[config.mk]
export PLATFORM = sky130hd
export DESIGN_NAME = usr_seq_param
export DESIGN_NICKNAME = d
export VERILOG_FILES = /design/src/rtl/usr_pkg.sv /design/src/rtl/usr_step.sv /design/src/rtl/usr_seq_param.sv
export SDC_FILE = /design/constraint.sdc
export NUM_CORES = 1
export LEC_CHECK = 0
export BUFFER_PORTS_ARGS = -buffer_cell sky130_fd_sc_hd__buf_2
export CAP_MARGIN = 20
export CORE_MARGIN = 8
export CORE_UTILIZATION = 35
export CTS_CLUSTER_SIZE = 10
export DETAILED_ROUTE_END_ITERATION = 12
export PLACE_DENSITY_LB_ADDON = 0.12
export SKIP_LAST_GASP = 1
export SLEW_MARGIN = 20
export SYNTH_ARGS = -nofsm -noshare
export SYNTH_HDL_FRONTEND = slang
export SYNTH_HIERARCHICAL = 1
export SYNTH_SLANG_ARGS = --single-unit
[constraint.sdc]
create_clock -name clk -period 3.8 [get_ports clk]
set_clock_uncertainty 0.15 [all_clocks]
set_input_delay 0.38 -clock clk [delete_from_list [all_inputs] [get_ports clk]]
set_output_delay 0.38 -clock clk [all_outputs]
set_load 0.005 [all_outputs]
[src/rtl/usr_pkg.sv]
// usr_pkg: mode and FSM state encodings shared by the universal shift register blocks
package usr_pkg;
   localparam logic [2:0] MODE_HOLD = 3'b000;
   localparam logic [2:0] MODE_SR   = 3'b001;
   localparam logic [2:0] MODE_SL   = 3'b010;
   localparam logic [2:0] MODE_LOAD = 3'b011;
   localparam logic [2:0] MODE_ROR  = 3'b100;
   localparam logic [2:0] MODE_ROL  = 3'b101;
   localparam logic [2:0] MODE_ASR  = 3'b110;
   localparam logic [1:0] S_IDLE = 2'd0;
   localparam logic [1:0] S_RUN  = 2'd1;
   localparam logic [1:0] S_DONE = 2'd2;
endpackage

[src/rtl/usr_step.sv]
// usr_step: one-step next value; mode/cur/sldi/srdi/pdi in, nxt out (reserved mode holds)
module usr_step
   import usr_pkg::*;
#(
   parameter int WIDTH = 8
) (
   input  logic [2:0]       mode,
   input  logic [WIDTH-1:0] cur,
   input  logic             sldi,
   input  logic             srdi,
   input  logic [WIDTH-1:0] pdi,
   output logic [WIDTH-1:0] nxt
);
   assign nxt = mode == MODE_SR   ? {srdi, cur[WIDTH-1:1]} :
                mode == MODE_SL   ? {cur[WIDTH-2:0], sldi} :
                mode == MODE_LOAD ? pdi :
                mode == MODE_ROR  ? {cur[0], cur[WIDTH-1:1]} :
                mode == MODE_ROL  ? {cur[WIDTH-2:0], cur[WIDTH-1]} :
                mode == MODE_ASR  ? {cur[WIDTH-1], cur[WIDTH-1:1]} :
                                    cur;
endmodule

[src/rtl/usr_seq_param.sv]
// usr_seq_param: universal shift register with single-step and counted multi-step sequencing;
// in: clk, rst, mode, en, start, amount, pdi, sldi, srdi; out: pdo, sldo, srdo, ready, busy, done
module usr_seq_param
   import usr_pkg::*;
#(
   parameter int WIDTH = 8,
   parameter int CNT_W = $clog2(WIDTH) + 1
) (
   input  logic             clk,
   input  logic             rst,
   input  logic [2:0]       mode,
   input  logic             en,
   input  logic             start,
   input  logic [CNT_W-1:0] amount,
   input  logic [WIDTH-1:0] pdi,
   input  logic             sldi,
   input  logic             srdi,
   output logic [WIDTH-1:0] pdo,
   output logic             sldo,
   output logic             srdo,
   output logic             ready,
   output logic             busy,
   output logic             done
);
   logic [1:0]       state;
   logic [CNT_W-1:0] cnt;
   logic [2:0]       mode_q;
   logic [WIDTH-1:0] nxt;
   // a running sequence keeps the mode captured at start, not the live input
   usr_step #(.WIDTH(WIDTH)) u_step (
      .mode (state == S_RUN ? mode_q : mode),
      .cur  (pdo),
      .sldi (sldi),
      .srdi (srdi),
      .pdi  (pdi),
      .nxt  (nxt)
   );
   always_ff @(posedge clk or posedge rst) begin
      if (rst) begin
         pdo    <= '0;
         state  <= S_IDLE;
         cnt    <= '0;
         mode_q <= MODE_HOLD;
      end else if (state == S_IDLE) begin
         if (start) begin
            if (mode == MODE_LOAD) begin
               pdo   <= pdi;
               state <= S_DONE;
            end else if (amount == '0) begin
               state <= S_DONE;
            end else begin
               mode_q <= mode;
               cnt    <= amount;
               state  <= S_RUN;
            end
         end else if (en) begin
            pdo <= nxt;
         end
      end else if (state == S_RUN) begin
         pdo <= nxt;
         cnt <= cnt - 1'b1;
         if (cnt == CNT_W'(1)) state <= S_DONE;
      end else begin
         state <= S_IDLE;
      end
   end
   assign sldo  = pdo[WIDTH-1];
   assign srdo  = pdo[0];
   assign ready = state == S_IDLE;
   assign busy  = state == S_RUN;
   assign done  = state == S_DONE;
endmodule

**Word level (Yosys, flattened, before mapping)**

Index checks and enable logic that the tools add are counted.
Widths: inputs -> output; s select.

- Register bits after elaboration: 17
- Input port bits: 21
- Output and inout bits: 13
- Logic and storage cells: 53

- Add/subtract/negate cells: 1
- Equal/unequal tests: 16
- Mux-type cells: 23
- Bitwise logic cells: 2
- Reductions and logical operators: 7

Operators with widths:

| cell | number |
|---|---|
| $mux 8 | 10 |
| $mux 4 | 5 |
| $mux 2 | 6 |
| $eq 3x2->1 const B | 3 |
| $eq 3x3->1 const B | 3 |
| $reduce_and 4->1 | 2 |
| $mux 7 | 1 |
| $ne 2x2->1 const B | 3 |
| $ne 3x2->1 const B | 2 |
| $eq 4x1->1 const B | 1 |
| $logic_not 4->1 | 1 |
| $sub 4x1->4 const B | 1 |
| $eq 3x1->1 const B | 1 |
| $mux 3 | 1 |
| $ne 3x3->1 const B | 1 |
| $reduce_and 3->1 | 1 |
| $eq 2x1->1 const B | 1 |
| $eq 2x2->1 const B | 1 |
| $logic_not 2->1 | 1 |
| $not 1->1 | 2 |
| $reduce_and 2->1 | 1 |
| $reduce_bool 2->1 | 1 |

**Longest topological paths before layout**

Gate-level depths: netlist of the first run.

- Word-level depth: 12
- Depth in mapped cells: 11
- Depth with buffers taken out: 7

**By module**

Netlist of the first run, hierarchy kept.

Modules (own cells, without submodules):

| module | times used | cells each | area an instance (um2) | seq. area each (um2) |
|---|---|---|---|---|
| usr_seq_param | 1 | 91 | 1,039.7 | 425.4 |
| usr_step | 1 | 77 | 609.3 | 0.0 |

**Least setup slack after synthesis of the first run**

OpenSTA, ideal clock, no wires.

- Path type: register to register
- Start point: reg state[1]
- End point: reg pdo[1]
- Library setup time: 0.125 ns
- Arrival: 2.504 ns
- Data required time: 3.525 ns
- Path slack: 1.021 ns
- Stages on the path, launching flop included: 11
- Path buffers: 3
- Period minus slack after synthesis: 2.779 ns
- Cell sequence: dfrtp_1 > buf_2 > nand2b_1 > clkbuf_1 > mux2_2 > buf_6 > mux2_4 > a22oi_1 > o221ai_1 > mux2_2 > mux2_2

- Cells in the longest elaborated chain, start to end: 12
- Elaborated cells on any way between the ends: 23
- Classes of those cells: eq/ne: 9; mux: 11; reduce/logical: 3

Ends and longest elaborated chain:

| what | RTL line | source |
|---|---|---|
| from (decl) | usr_seq_param.sv:25 | `logic [1:0] state;` |
| from (signal assigned) | usr_seq_param.sv:41 | `state <= S_IDLE;` |
| from (signal assigned) | usr_seq_param.sv:48 | `state <= S_DONE;` |
| from (signal assigned) | usr_seq_param.sv:50 | `state <= S_DONE;` |
| $eq 2x1->1 (*) | usr_seq_param.sv:31 | `.mode (state == S_RUN ? mode_q : mode),` |
| $mux 3 (*) | usr_seq_param.sv:31 |  |
| $eq 3x3->1 | usr_step.sv:19 | `mode == MODE_ASR ? {cur[WIDTH-1], cur[WIDTH-1:1]} :` |
| $mux 7 | usr_step.sv:19 |  |
| $mux 8 | usr_step.sv:18 | `mode == MODE_ROL ? {cur[WIDTH-2:0], cur[WIDTH-1]} :` |
| $mux 8 | usr_step.sv:17 | `mode == MODE_ROR ? {cur[0], cur[WIDTH-1:1]} :` |
| $mux 8 | usr_step.sv:16 | `mode == MODE_LOAD ? pdi :` |
| $mux 8 | usr_step.sv:15 | `mode == MODE_SL ? {cur[WIDTH-2:0], sldi} :` |
| $mux 8 (*) | usr_step.sv:14 | `assign nxt = mode == MODE_SR ? {srdi, cur[WIDTH-1:1]} :` |
| named net nxt[1] | usr_seq_param.sv:28 | `logic [WIDTH-1:0] nxt;` |
| $mux 8 | usr_seq_param.sv:56 | `end else if (en) begin` |
| $mux 8 | usr_seq_param.sv:45 | `if (start) begin` |
| $mux 8 (*) | usr_seq_param.sv:44 | `end else if (state == S_IDLE) begin` |
| to (signal assigned) | usr_seq_param.sv:47 | `pdo <= pdi;` |
| to (signal assigned) | usr_seq_param.sv:57 | `pdo <= nxt;` |
| to (signal assigned) | usr_seq_param.sv:60 | `pdo <= nxt;` |
| to (decl) | usr_seq_param.sv:18 | `output logic [WIDTH-1:0] pdo,` |

Mark *: on every way through the listed nets, which the timed path passes. The rest lies on a longest branch. The select of a mux whose other input is x is not followed.
A chain may end at the register's enable or synchronous reset.

**Worst setup path after layout of the first run**

- Start point: reg state[1]
- End point: reg pdo[7]

- Cells in the longest elaborated chain, start to end: 11
- Elaborated cells on any way between the ends: 21
- Classes of those cells: eq/ne: 8; mux: 10; reduce/logical: 3

Ends and longest elaborated chain:

| what | RTL line |
|---|---|
| $eq 2x1->1 (*) | usr_seq_param.sv:31 |
| $mux 3 (*) | usr_seq_param.sv:31 |
| $eq 3x3->1 | usr_step.sv:18 |
| $mux 8 | usr_step.sv:18 |
| $mux 8 | usr_step.sv:17 |
| $mux 8 | usr_step.sv:16 |
| $mux 8 | usr_step.sv:15 |
| $mux 8 (*) | usr_step.sv:14 |
| named net nxt[7] | usr_seq_param.sv:28 |
| $mux 8 | usr_seq_param.sv:56 |
| $mux 8 | usr_seq_param.sv:45 |
| $mux 8 (*) | usr_seq_param.sv:44 |

Marks and branches as above.

==> impl_metrics.tcl, run 1 <==
set metrics [dict create \
    io_pins 34 \
    rsz0062_at_grt "false" \
    synth_area_leader_cell "dfrtp_1" \
    nNetsFinal 217 \
    clock_tree.root_cell "clkbuf_8" \
    r2r-start "state[1]" \
    rows 25 \
    syn_inst 168 \
    cp_max_fo 22 \
    maxSlewViolCount 0 \
    path_clk_slew_ps 70 \
    clock.fmax_mhz 320 \
    drtAntennaViolNets 0 \
    track_usage 0.122 \
    vias 1411 \
    cpMostUsedCell "mux2_2" \
    slowest_stage "mux2_2" \
    tns_ps 0 \
    reg2regPathDepth 6 \
    portBuffers 33 \
    ys_seq_area_frac 0.258 \
    hold_viol_final 0 \
    synth_area_per_cell_um2 9.82 \
    wire_per_inst_um 16.9 \
    grt_util_met1 0.168 \
    top_usage_layer "met2" \
    grt-ovfl-total 0 \
    ys_top_cells_by_area "dfrtp_1 26%, mux2_2 19%, nand2b_1 4.6%, mux2i_1 4.2%, nor2b_1 4.2%" \
    cts.path.max_buffers 2 \
    outcome "finished, final reports clean" \
    ys_seq_elements 17 \
    use_met3 0.0283 \
    dpl-instance-area_mm2 0.00180 \
    post-route-min-period_ps 3120 \
    antenna_found_initial 0 \
    viasPerCell 5.71 \
    cp_data_arrival_time_ps 3120 \
    ctsHoldBuffers 0 \
    synth_nets 191 \
    fin_crit_sh 0.822 \
    insertedDiodeCount 0 \
    drc_errors 0 \
    cp-end-kind "flip-flop" \
    gr-usage-met2 0.180 \
    worstPathCellList "nand2b_1 > mux2_2 > mux4_2 > mux2_2 > mux2_2 > mux2_2" \
    clock_latency_ps 260 \
    worst_pin_slew_ps 724 \
    synth-edff-count 0 \
    drv_cap 0 \
    area_growth_pct 11.8 \
    dr.pass1.iters 4 \
    first_global_vias 1418 \
    fin_area_mm2 0.00184 \
    h-tree-depth 1 \
    postSynth.asyncResetShare 1.00 \
    grt_max_degree 31 \
    crit_required_ps 3800 \
    cts_buffers 3 \
    drtIter0Drc 89 \
    crit_path_start_kind "flip-flop" \
    worstSetupPathType "reg -> reg" \
    gp_congestion 0.825 \
    yosysWarningCount 6 \
    max_stage_delay_ps 630 \
    layout-drive-gt1-share 0.394 \
    die_w_um 84.6 \
    dieHeight_um 84.6 \
    cts_resized 0 \
    cts_tree "built" \
    peakVddDrop_mv 0.300 \
    holdCritPathClass "in -> async" \
    relSlewSlack 0.517 \
    initial_core_util 0.356 \
    hpwl_um 3010 \
    ys.flop_type "dfrtp_1" \
    grt_pass1_wl_um 7210 \
    cts_setup_buffers 0 \
    p_per_area_mw_per_mm2 937 \
    core_mm2 0.00463 \
    syn_area_mm2 0.00165 \
    reg2reg_to "pdo[7]" \
    wl_um 4170 \
    yosysTopAreaCellShare 0.258 \
    clock-sinks 17 \
    setup_viol 0 \
    power_leakage_nw 0.799 \
    dieArea_mm2 0.00716 \
    r2r_setup_slack_ps 680 \
    synth.distinct_cells 42 \
]
[cell families after synthesis]
group,Yosys count,share of synthesized area
AND/OR/NAND/NOR,51,0.191
AO/OA/AOI/OAI,39,0.203
multiplexers,37,0.256
buffers and inverters,22,0.0759
flip-flops,17,0.258
adder cells (fa/ha/maj),2,0.0152
[through the flow]
step | hold WS, ps | setup WS [ps] | power, W | util | std cells
finish | 75.2 | 678 | 0.00173 | 0.398 | 247
global route | 125 | 516 | 0.00189 | 0.398 | 247
CTS | 103 | 687 | 0.00174 | 0.398 | 247
detailed placement | 348 | 715 | 0.00158 | 0.388 | 243
global placement | 346 | 789 | 0.00154 | 0.388 | 243
floorplan | 156 | 1020 | 0.00140 | - | 168
[worst max-delay path, delay by kind of cell (launching register included)]
kind | cells | cell delay, ps
AND/OR/NAND/NOR | 1 | 350
multiplexers | 5 | 1990
flip-flops | 1 | 510
[power by group]
group,internal (W),switching (W),total [W]
combinational,0.000632,0.000528,0.00116
clock,0.0000731,0.0000748,0.000148
sequential,0.000275,0.000146,0.000421
[routing by layer]
layer | share of wire | wire length (um)
met1 | 0.51 | 2130
met2 | 0.44 | 1830
met3 | 0.041 | 172
met4 | 0.0082 | 34
met5 | 0 | 0
[Yosys cell counts (all sizes together) (2+ instances only)]
library cell and count:
mux2 29, dfrtp 17, buf 12, nand2b 12
nor2b 11, inv 9, nand2 9, a22oi 7
mux2i 7, o221ai 6, nand3 5, a21o 4
nor3b 4, o21ai 4, a21oi 3, o311ai 3
a211o 2, a211oi 2, and3b 2, ha 2
nor2 2, o211ai 2, o21bai 2
[how the worst max path moves through the flow]
| stage | from | end |
|---|---|---|
| detailed placement | state[1] | pdo[7] |
| CTS | state[1] | pdo[7] |
| floorplan | state[1] | pdo[1] |
| global route | state[1] | pdo[7] |
| finish | state[1] | pdo[7] |
| global placement | state[1] | pdo[7] |
[final cells by class]
cell class | instances | area [um^2]
fillers | 466 | 2790
well taps | 54 | 67.6
multi-input cells | 129 | 1100
clock inverters | 1 | 5.00
clock buffers | 3 | 41.3
flip-flops and latches | 17 | 425
repair buffers | 34 | 173
inverters | 9 | 33.8
[cells in the final DEF, fill, tap and decap left out, types with 3 or more instances in the layout]
| master | count |
|---|---|
| buf_2 | 33 |
| o311ai_0 | 3 |
| o221ai_2 | 4 |
| dfrtp_1 | 17 |
| a21o_1 | 4 |
| nand2b_1 | 12 |
| o21ai_0 | 3 |
| a22oi_1 | 7 |
| nand2_1 | 9 |
| mux2_2 | 28 |
| nand3_1 | 5 |
| mux2i_1 | 7 |
| inv_1 | 9 |
| clkbuf_8 | 3 |
| a21oi_1 | 3 |
| nor2b_1 | 11 |
[registers in the layout, indices dropped and copies added (netlist names)]
| register | count |
|---|---|
| state | 2 |
| cnt | 4 |
| mode_q | 3 |
| pdo | 8 |
Power figures use the tool's default switching activity.
==> run 2: changes to the inputs <==
- clock period: 3.8 -> 2.5 ns (I/O delays scaled with it)
==> run 2 against run 1 <==
Largest cell class unchanged. Cell count is 4.9% higher. Hold slack better by 23 ps. Clock-buffer cell count stayed put. Routed wire length is 3.3% higher. Cell area is 5.8% higher.
==> impl_metrics.tcl, run 2 (same netlist as run 1, synthesis figures left out) <==
set metrics [dict create \
    outcome "finished, final reports clean" \
    dieArea_mm2 0.00716 \
    drv_cap 0 \
    instances_no_fill 259 \
    h-tree-depth 1 \
    power.internal_w 0.00163 \
    p_per_area_mw_per_mm2 1430 \
    cp_max_fo 8 \
    area_growth_pct 18.4 \
    cts_setup_buffers 0 \
    fin_util 0.422 \
    grt_max_degree 18 \
    first_global_vias 1479 \
    cts.path.max_buffers 2 \
    numPlacedInstances 254 \
    p_seq_frac 0.219 \
    peakVddDrop_mv 0.484 \
    largest_register "pdo" \
    rows 25 \
    cts_buffers 3 \
    relSlewSlack 0.507 \
    layout-drive-gt1-share 0.429 \
    drtIter0Drc 100 \
    initial_core_util 0.356 \
    grt_pass1_wl_um 7110 \
    switchingPower_w 0.00117 \
    wire_per_inst_um 16.6 \
    die_w_um 84.6 \
    pwr-share-comb 0.703 \
    cp-end-kind "flip-flop" \
    critPathTopFamily "multiplexers" \
    antenna_found_initial 0 \
    cpMostUsedCell "mux2_2" \
    viasPerCell 5.53 \
    drtAntennaViolNets 0 \
    worstSetupPathType "reg -> reg" \
    dpl-instance-area_mm2 0.00189 \
    drc_errors 0 \
    power_leakage_nw 0.866 \
    dieHeight_um 84.6 \
    setup_viol 0 \
    tns_ps 0 \
    slowest_stage "mux4_2" \
    hpwl_um 3260 \
    cp_data_arrival_time_ps 2360 \
    wl_um 4310 \
    holdCritPathClass "in -> reg" \
    hold_viol_final 0 \
    clock.fmax_mhz 422 \
    vias 1433 \
    portBuffers 33 \
    switching_share 0.417 \
    path_clk_slew_ps 80 \
    worstPathCellList "nand2b_4 > mux2_4 > mux4_2 > mux2_2 > mux2_2 > mux2_2" \
    max_stage_delay_ps 420 \
    crit_required_ps 2490 \
    gp_congestion 0.840 \
    clock-sinks 17 \
    layout.cells.most_common "buf_2" \
    core_mm2 0.00463 \
    grt-ovfl-total 0 \
    track_usage 0.120 \
    clockPowerShare 0.078 \
    nNetsFinal 229 \
    fin_area_mm2 0.00195 \
    top_regs "pdo (8), cnt (4), mode_q (3)" \
    io_pins 34 \
    post-route-min-period_ps 2370 \
    maxSlewViolCount 0 \
    clock_tree.root_cell "clkbuf_8" \
    cts_tree "built" \
    layout_common_cells "33 x buf_2, 26 x mux2_2, 17 x dfrtp_1" \
    insertedDiodeCount 0 \
    largest_reg_flops 8 \
    crit_path_start_kind "flip-flop" \
    fin_crit_sh 0.947 \
    worst_pin_slew_ps 738 \
    rsz0062_at_grt "false" \
    clock_latency_ps 260 \
    dr.pass1.iters 4 \
    crit_buf_inv 0 \
]
-- run 2: cell count changes in the layout (fill, tap and decap cells not counted), sizes merged --
cell and change:
dlygate4sd3 +1, buf +11
-- run 2: stage by stage --
step                      total power (W)  setup slack, ps  hold slack [ps]
after floorplan                   0.00216            -60.3             26.1
after global placement            0.00253              123              267
after detailed placement          0.00259             81.6              271
after CTS                         0.00282             61.4             92.9
after global routing              0.00306             44.5             95.5
final                             0.00280              132             97.9
-- run 2: area by class of cell --
class                   count  area, um^2
clock buffers               3        41.3
clock inverters             1        5.00
fillers                   465        2680
inverters                   9        33.8
multi-input cells         129        1110
flip-flops and latches     17         425
well taps                  54        67.6
repair buffers             46         265
-- run 2: power groups by stage --
stage / sequential (W) / clock, W / combinational, W
2_1_floorplan: 0.000567 / 0 / 0.00160
3_3_place_gp: 0.000610 / 0 / 0.00192
3_5_place_dp: 0.000620 / 0 / 0.00197
4_1_cts: 0.000615 / 0.000227 / 0.00197
5_1_grt: 0.000645 / 0.000246 / 0.00216
6_report: 0.000614 / 0.000218 / 0.00197
-- run 2: layer usage --
layer	vias to the layer above	part of all wire	track usage
li1	699	-	-
met1	688	0.46	0.149
met2	40	0.48	0.197
met3	6	0.048	0.0283
met4	0	0.015	0.0453
met5	-	0	0
-- run 2: repair_timing --
item | CTS | global route
setup endpoints to repair | 0 | 1
resized for setup | 0 | 1
hold buffers | 1 | 0
endpoints found under the hold margin | 17 | 0
-- run 2: tightest hold or removal path, stage by stage --
cell and delay (ps):
buf_2 100, nand3_1 60, nand3_1 60
-- run 2: final timing paths --
| path | from | depth (start not counted) | slack, ps | endpoint |
|---|---|---|---|---|
| worst max-delay path | state[1] | 6 | 130 | pdo[7] |
| worst min-delay path | amount[1] | 3 | 100 | cnt[1] |
| worst max register to register | state[1] | 6 | 130 | pdo[7] |
| worst min register to register | mode_q[2] | 1 | 360 | mode_q[2] |
| max in group asynchronous | rst | 3 | 1230 | pdo[6] |
| min in group asynchronous | rst | 3 | 500 | pdo[2] |
